**config.mk**
```make
export PLATFORM = sky130hd
export DESIGN_NAME = div
export DESIGN_NICKNAME = d
export VERILOG_FILES = /design/src/rtl/div.sv
export SDC_FILE = /design/constraint.sdc
export NUM_CORES = 1
export LEC_CHECK = 0
export CAP_MARGIN = 25
export CORE_AREA = 2 2 141 143
export CTS_BUF_LIST = sky130_fd_sc_hd__clkbuf_4
export DETAILED_ROUTE_END_ITERATION = 8
export DIE_AREA = 0 0 143 145
export PLACE_DENSITY = 0.91
export RECOVER_POWER = 50
export SYNTH_ARGS = -nofsm -noshare
export SYNTH_HDL_FRONTEND = slang
export SYNTH_SLANG_ARGS = --single-unit
```
**constraint.sdc**
```tcl
create_clock -name clk -period 4.1 [get_ports clk]
set_input_delay 0.82 -clock clk [delete_from_list [all_inputs] [get_ports clk]]
set_output_delay 0.82 -clock clk [all_outputs]
set_load 0.05 [all_outputs]
```
**src/rtl/div.sv**
```systemverilog
// Sequential restoring divider, MIPS DIV semantics: quotient to low, remainder to high.
// Define DIV_UNSIGNED_EN to add the is_unsigned port (DIVU semantics).
module div #(
   parameter int WIDTH = 32
) (
   input  logic             clk,
   input  logic             reset,
   input  logic             DivCtrl,
`ifdef DIV_UNSIGNED_EN
   input  logic             is_unsigned,
`endif
   input  logic [WIDTH-1:0] a,
   input  logic [WIDTH-1:0] b,
   output logic [WIDTH-1:0] high,
   output logic [WIDTH-1:0] low,
   output logic             div_end,
   output logic             div_zero
);

   localparam int CW = $clog2(WIDTH);

   typedef enum logic [1:0] {IDLE, RUN, FIX, DONE} state_t;

   state_t           state_q, state_d;
   logic [CW-1:0]    cnt_q, cnt_d;
   logic [WIDTH:0]   rem_q, rem_d;
   logic [WIDTH-1:0] quo_q, quo_d;
   logic [WIDTH-1:0] dvs_q, dvs_d;
   logic             sgnq_q, sgnq_d;
   logic             sgnr_q, sgnr_d;
   logic             bz_q, bz_d;
   logic [WIDTH-1:0] high_q, high_d;
   logic [WIDTH-1:0] low_q, low_d;
   logic             end_q, end_d;
   logic             zero_q, zero_d;

   logic             uns;
   logic [WIDTH-1:0] mag_a, mag_b;
   logic [WIDTH:0]   shl;
   logic [WIDTH+1:0] trial;

`ifdef DIV_UNSIGNED_EN
   assign uns = is_unsigned;
`else
   assign uns = 1'b0;
`endif

   assign mag_a = (!uns && a[WIDTH-1]) ? -a : a;
   assign mag_b = (!uns && b[WIDTH-1]) ? -b : b;

   // rem < divisor, so the shifted partial remainder always fits WIDTH+1 bits
   assign shl   = {rem_q[WIDTH-1:0], quo_q[WIDTH-1]};
   assign trial = {1'b0, shl} - {2'b00, dvs_q};

   always_comb begin
      state_d = state_q;
      cnt_d   = cnt_q;
      rem_d   = rem_q;
      quo_d   = quo_q;
      dvs_d   = dvs_q;
      sgnq_d  = sgnq_q;
      sgnr_d  = sgnr_q;
      bz_d    = bz_q;
      high_d  = high_q;
      low_d   = low_q;
      end_d   = end_q;
      zero_d  = zero_q;
      if (DivCtrl) begin
         sgnq_d  = !uns && (a[WIDTH-1] ^ b[WIDTH-1]);
         sgnr_d  = !uns && a[WIDTH-1];
         rem_d   = '0;
         quo_d   = mag_a;
         dvs_d   = mag_b;
         cnt_d   = CW'(WIDTH - 1);
         end_d   = 1'b0;
         zero_d  = 1'b0;
         bz_d    = (b == '0);
         state_d = (b == '0) ? FIX : RUN;
      end else begin
         unique case (state_q)
            IDLE: ;
            RUN: begin
               rem_d = trial[WIDTH+1] ? shl : trial[WIDTH:0];
               quo_d = {quo_q[WIDTH-2:0], ~trial[WIDTH+1]};
               cnt_d = cnt_q - CW'(1);
               if (cnt_q == '0) state_d = FIX;
            end
            FIX: begin
               end_d   = 1'b1;
               state_d = DONE;
               if (bz_q) begin
                  zero_d = 1'b1;
               end else begin
                  low_d  = sgnq_q ? -quo_q : quo_q;
                  high_d = sgnr_q ? -rem_q[WIDTH-1:0] : rem_q[WIDTH-1:0];
               end
            end
            DONE: ;
            default: state_d = IDLE;
         endcase
      end
   end

   always_ff @(posedge clk) begin
      if (reset) begin
         state_q <= IDLE;
         cnt_q   <= '0;
         rem_q   <= '0;
         quo_q   <= '0;
         dvs_q   <= '0;
         sgnq_q  <= 1'b0;
         sgnr_q  <= 1'b0;
         bz_q    <= 1'b0;
         high_q  <= '0;
         low_q   <= '0;
         end_q   <= 1'b0;
         zero_q  <= 1'b0;
      end else begin
         state_q <= state_d;
         cnt_q   <= cnt_d;
         rem_q   <= rem_d;
         quo_q   <= quo_d;
         dvs_q   <= dvs_d;
         sgnq_q  <= sgnq_d;
         sgnr_q  <= sgnr_d;
         bz_q    <= bz_d;
         high_q  <= high_d;
         low_q   <= low_d;
         end_q   <= end_d;
         zero_q  <= zero_d;
      end
   end

   assign high     = high_q;
   assign low      = low_q;
   assign div_end  = end_q;
   assign div_zero = zero_q;

endmodule
```
== Word-level counts from Yosys, hierarchy flattened ==
Index checks and enable logic that the tools add are counted.

* Flip-flop bits (word level): 172
* Bits in latches: 0
* Memory bits (writable): 0
* Memory bits (read-only): 0
* Output and inout bits: 66
* Word-level logic and storage cells: 46
* Memories kept: 0

* Add/subtract/negate cells: 6
* Multiply operators: 0
* Divide/modulo/power cells: 0
* Magnitude comparators: 0
* Equal/unequal tests: 3
* Shifts and indexed selects: 0
* Muxes and demuxes: 13
* Bitwise logic cells: 4
* Reduce and logical (&&, ||, !) cells: 8

{| class="wikitable"
|+ Operators by type and width
! operator !! count
|-
| two-way mux 32 bit || 7
|-
| negation 32 bit || 4
|-
| subtractor 33 x 32 -> 34 bit || 1
|-
| logical NOT 32 bit || 1
|-
| two-way mux 5 bit || 2
|-
| two-way mux 2 bit || 3
|-
| logical NOT 5 bit || 1
|-
| subtractor 5 x 1 -> 5 bit, second input constant || 1
|-
| case mux 2 bit (2 select lines) || 1
|-
| AND reduction 2 bit || 2
|-
| != test 3 bit, second input constant || 1
|-
| inverter 1 bit || 3
|-
| AND reduction 3 bit || 1
|-
| nonzero test 3 bit || 1
|-
| equality test 2 x 1 -> 1 bit, second input constant || 1
|-
| equality test 2 bit, second input constant || 1
|-
| nonzero test 2 bit || 1
|-
| OR reduction 2 bit || 1
|-
| XOR 1 bit || 1
|}

== Depth between registers and ports, before layout ==
* Word-level depth: 4
* Mapped depth: 12

== Least setup slack after synthesis ==
OpenSTA, ideal clock, no wires.

* Path kind: input -> register
* Start point: in a[8]
* End point: reg quo_q[27]
* Setup time: 0.086 ns
* Data arrival time: 3.105 ns
* Data required time: 4.014 ns
* Setup slack: 0.909 ns
* Stages: 8
* Path through: or4_4 > or4_4 > or3_4 > nor4_1 > nand3_1 > o31ai_1 > xor2_1 > a211oi_1

* Cells in the longest elaborated chain, start to end: 3

{| class="wikitable"
|+ RTL lines
! what !! RTL line !! source
|-
| start, declared || 12 || <nowiki>input logic [WIDTH-1:0] a,</nowiki>
|-
| negation 32 bit || 48 || <nowiki>assign mag_a = (!uns && a[WIDTH-1]) ? -a : a;</nowiki>
|-
| two-way mux 32 bit || 48 ||
|-
| two-way mux 32 bit || 68 || <nowiki>if (DivCtrl) begin</nowiki>
|-
| end signal, assigned || 122 || <nowiki>quo_q <= quo_d;</nowiki>
|-
| end, declared || 27 || <nowiki>logic [WIDTH-1:0] quo_q, quo_d;</nowiki>
|}

No other way between the ends.
A chain may end at the register's enable or synchronous reset.

== Worst setup path in the final report ==
* Start point: reg quo_q[31]
* End point: reg rem_q[28]

* Cells in the longest elaborated chain, start to end: 2

{| class="wikitable"
|+ RTL lines
! what !! RTL line !! source
|-
| subtractor 33 x 32 -> 34 bit || 53 || <nowiki>assign trial = {1'b0, shl} - {2'b00, dvs_q};</nowiki>
|-
| two-way mux 32 bit || 83 || <nowiki>rem_d = trial[WIDTH+1] ? shl : trial[WIDTH:0];</nowiki>
|-
| end signal, assigned || 121 || <nowiki>rem_q <= rem_d;</nowiki>
|-
| end, declared || 26 || <nowiki>logic [WIDTH:0] rem_q, rem_d;</nowiki>
|}

No other way between the ends.

==> impl_metrics.toml <==
[run_status]
status = "complete, but fails checks"
violations = "capacitance limit, slew limit"

[clock_network]
cts_setup_buffers = 0
cts_hold_buf = 0
cts_root_buf = "clkbuf_4"
cts_made_buffers = 17
cts_resized = 0
path_clk_slew_ps = 170
cts_buffer_depth = 2
cts.htree.levels = 4
tritoncts = "built"
cts_sinks = 172
clkLatencyLatePin_ps = 620

[min_path]
min_path_cells = 2
hp-class = "flip-flop to flip-flop"

[synth]
synthFlopType = "dfxtp_1"
syn_area_um2 = 11000
synth_cells = 1415
yosysUniqueCellTypes = 62
ys.warnings.count = 0
synth_area_per_cell_um2 = 7.76
ys_seq_elements = 172
synth_edf_count = 0
async_flop_share_pct = 0
synth-seq-area-share_pct = 31.4
syn_nets = 1521

[route]
via_per_inst = 5.99
drt_wl_total_um = 27900
dr.pass1.iters = 5
drt_iter0_markers = 972
drc = 0
num_vias = 10600
ant_nets = 0
wl_per_cell_um = 15.7

[setup_path]
crit_path_start_kind = "flip-flop"
required_ps = 4660
crit_fanout = 4
criticalPathCategory = "flip-flop to flip-flop"
rrSetupSlack_ps = 530
ff2ff_path_depth = 13
end_kind = "flip-flop"
arrival_ps = 4130

[die]
num_rows = 51
die_w_um = 143
core_um2 = 19200
die_area_um2 = 20700
die_h_um = 145
initial_core_util_pct = 57.1
top_level_ports = 133

[timing]
finalCritPeriodShare_pct = 87.0
rsz0062_at_grt = "no"
maxSlewViolCount = 66
tightest_slew_ps = 2770
max_freq_ghz = 0.280
post-route-min-period_ps = 3570
setup_viol = 0
relSlewSlack_pct = -84.5
finalHoldViolations = 0
fin_setup_tns_ps = 0
fin_skew_ps = 18.2

[global_route]
track_usage_pct = 26.7
grt_max_degree = 71
grt_pass1_vias = 9606
grt_overflow_total = 0
grt_antenna_before_repair = 2
grt_pass1_wl_um = 46200

[final_layout]
layout_commonest_cell = "dfxtp_1"
final_cells = 1777
fill_cells = 1566
post-route-util_pct = 66.6
nets = 1603
final_cell_mix = "dfxtp_1, nor2_1, nand2_1"
syn_to_final_growth_pct = 16.5
drive_gt1_share_pct = 5.10

[pwr]
vdd_drop_max_v = 0.000181
p_leak_nw = 4.86
power_density_nw_per_um2 = 319

[placement]
port_buffers = 132
gp_congestion = 0.944
dpl.cell_count = 1741
dp_hpwl_um = 20900

[run]
cap_violations = 1
## cell families (layout without fill, tap and decap cells)
logic type,Yosys count,after routing,synth area share (%)
AND/OR/NAND/NOR,490,490,21.4
AO/OA/AOI/OAI,406,406,24.6
flip-flops,172,172,31.4
XOR/XNOR,146,146,11.7
buffers and inverters,146,241,4.99
adder cells (fa/ha/maj),39,39,4.51
multiplexers,16,16,1.46
other,0,2,0
## stage by stage
step / total power, mW / hold WS, ps / setup slack [ps] / instance area [um2]
floorplan: 2.73 / 441 / 909 / 11000
global placement: 3.05 / 439 / 279 / 12500
detailed placement: 3.08 / 448 / 214 / 12500
CTS: 4.08 / 469 / 478 / 12800
global route: 4.30 / 499 / 341 / 12800
finish: 4.08 / 470 / 531 / 12800
## flip-flops by register name, summed over array words and instances (netlist names)
register,cells
div_zero,1
low,32
high,32
state_q,2
sgnr_q,1
dvs_q,32
cnt_q,5
rem_q,32
bz_q,1
div_end,1
quo_q,32
sgnq_q,1
## worst paths after layout
check,end,from
min,low[29]$_SDFFE_PP0P_,low[29]$_SDFFE_PP0P_
min reg2reg,low[29]$_SDFFE_PP0P_,low[29]$_SDFFE_PP0P_
max,rem_q[28]$_SDFFE_PP0P_,quo_q[31]$_SDFFE_PP0P_
max reg2reg,rem_q[28]$_SDFFE_PP0P_,quo_q[31]$_SDFFE_PP0P_
## synth_stat cells (16+ instances only)
cell type	instances	share of area (%)
dfxtp_1	172	31
nor2_1	153	5.2
xor2_1	96	7.7
a211oi_1	118	8.1
ha_1	38	4.3
clkbuf_1	80	2.7
nor3_1	35	1.6
nand2_1	142	4.9
a21oi_1	85	3.9
o21ai_0	75	3.4
xnor2_1	50	4.0
o41ai_1	17	1.4
nor4_1	29	1.7
inv_1	54	1.8
or4_1	17	1.2
mux2i_1	16	1.5
o31ai_1	32	2.2
## area by class of cell
cell class / count / area, um2 / share of cell area [%]
diodes: 2 / 5.00 / 0.0391
clock buffers: 17 / 128 / 0.998
clock inverters: 15 / 173 / 1.35
inverters: 54 / 203 / 1.58
multi-input cells: 1097 / 7000 / 54.7
flip-flops and latches: 172 / 3440 / 26.9
well taps: 265 / 332 / 2.59
repair buffers: 155 / 1510 / 11.8
## critical path, cell delays in order, from the launching register on
cell	delay, ps
dfxtp_1	370
inv_1	120
ha_1	200
inv_1	60
fa_1	400
a21o_1	220
a221oi_1	260
buf_4	190
o2bb2ai_1	120
o21ai_0	410
o21ai_0	310
or4_1	460
a32o_1	280
a21oi_1	110
## per-layer routing
metal | vias up | part of all wire, % | GRT usage, %
met1 | 4849 | 46 | 38.7
li1 | 5301 | - | -
met5 | - | 0 | 0
met3 | 58 | 8.3 | 4.69
met2 | 437 | 44 | 40.5
met4 | 0 | 2.0 | 8.02
## power by group
group          total, mW  leakage [nW]  internal, mW  switching [mW]
Combinational       1.20          3.29         0.495           0.704
Sequential          1.87          1.41          1.76           0.109
Clock               1.01         0.161         0.291           0.724
Total               4.08          4.86          2.55            1.54
(Power assumes the default switching activity.)
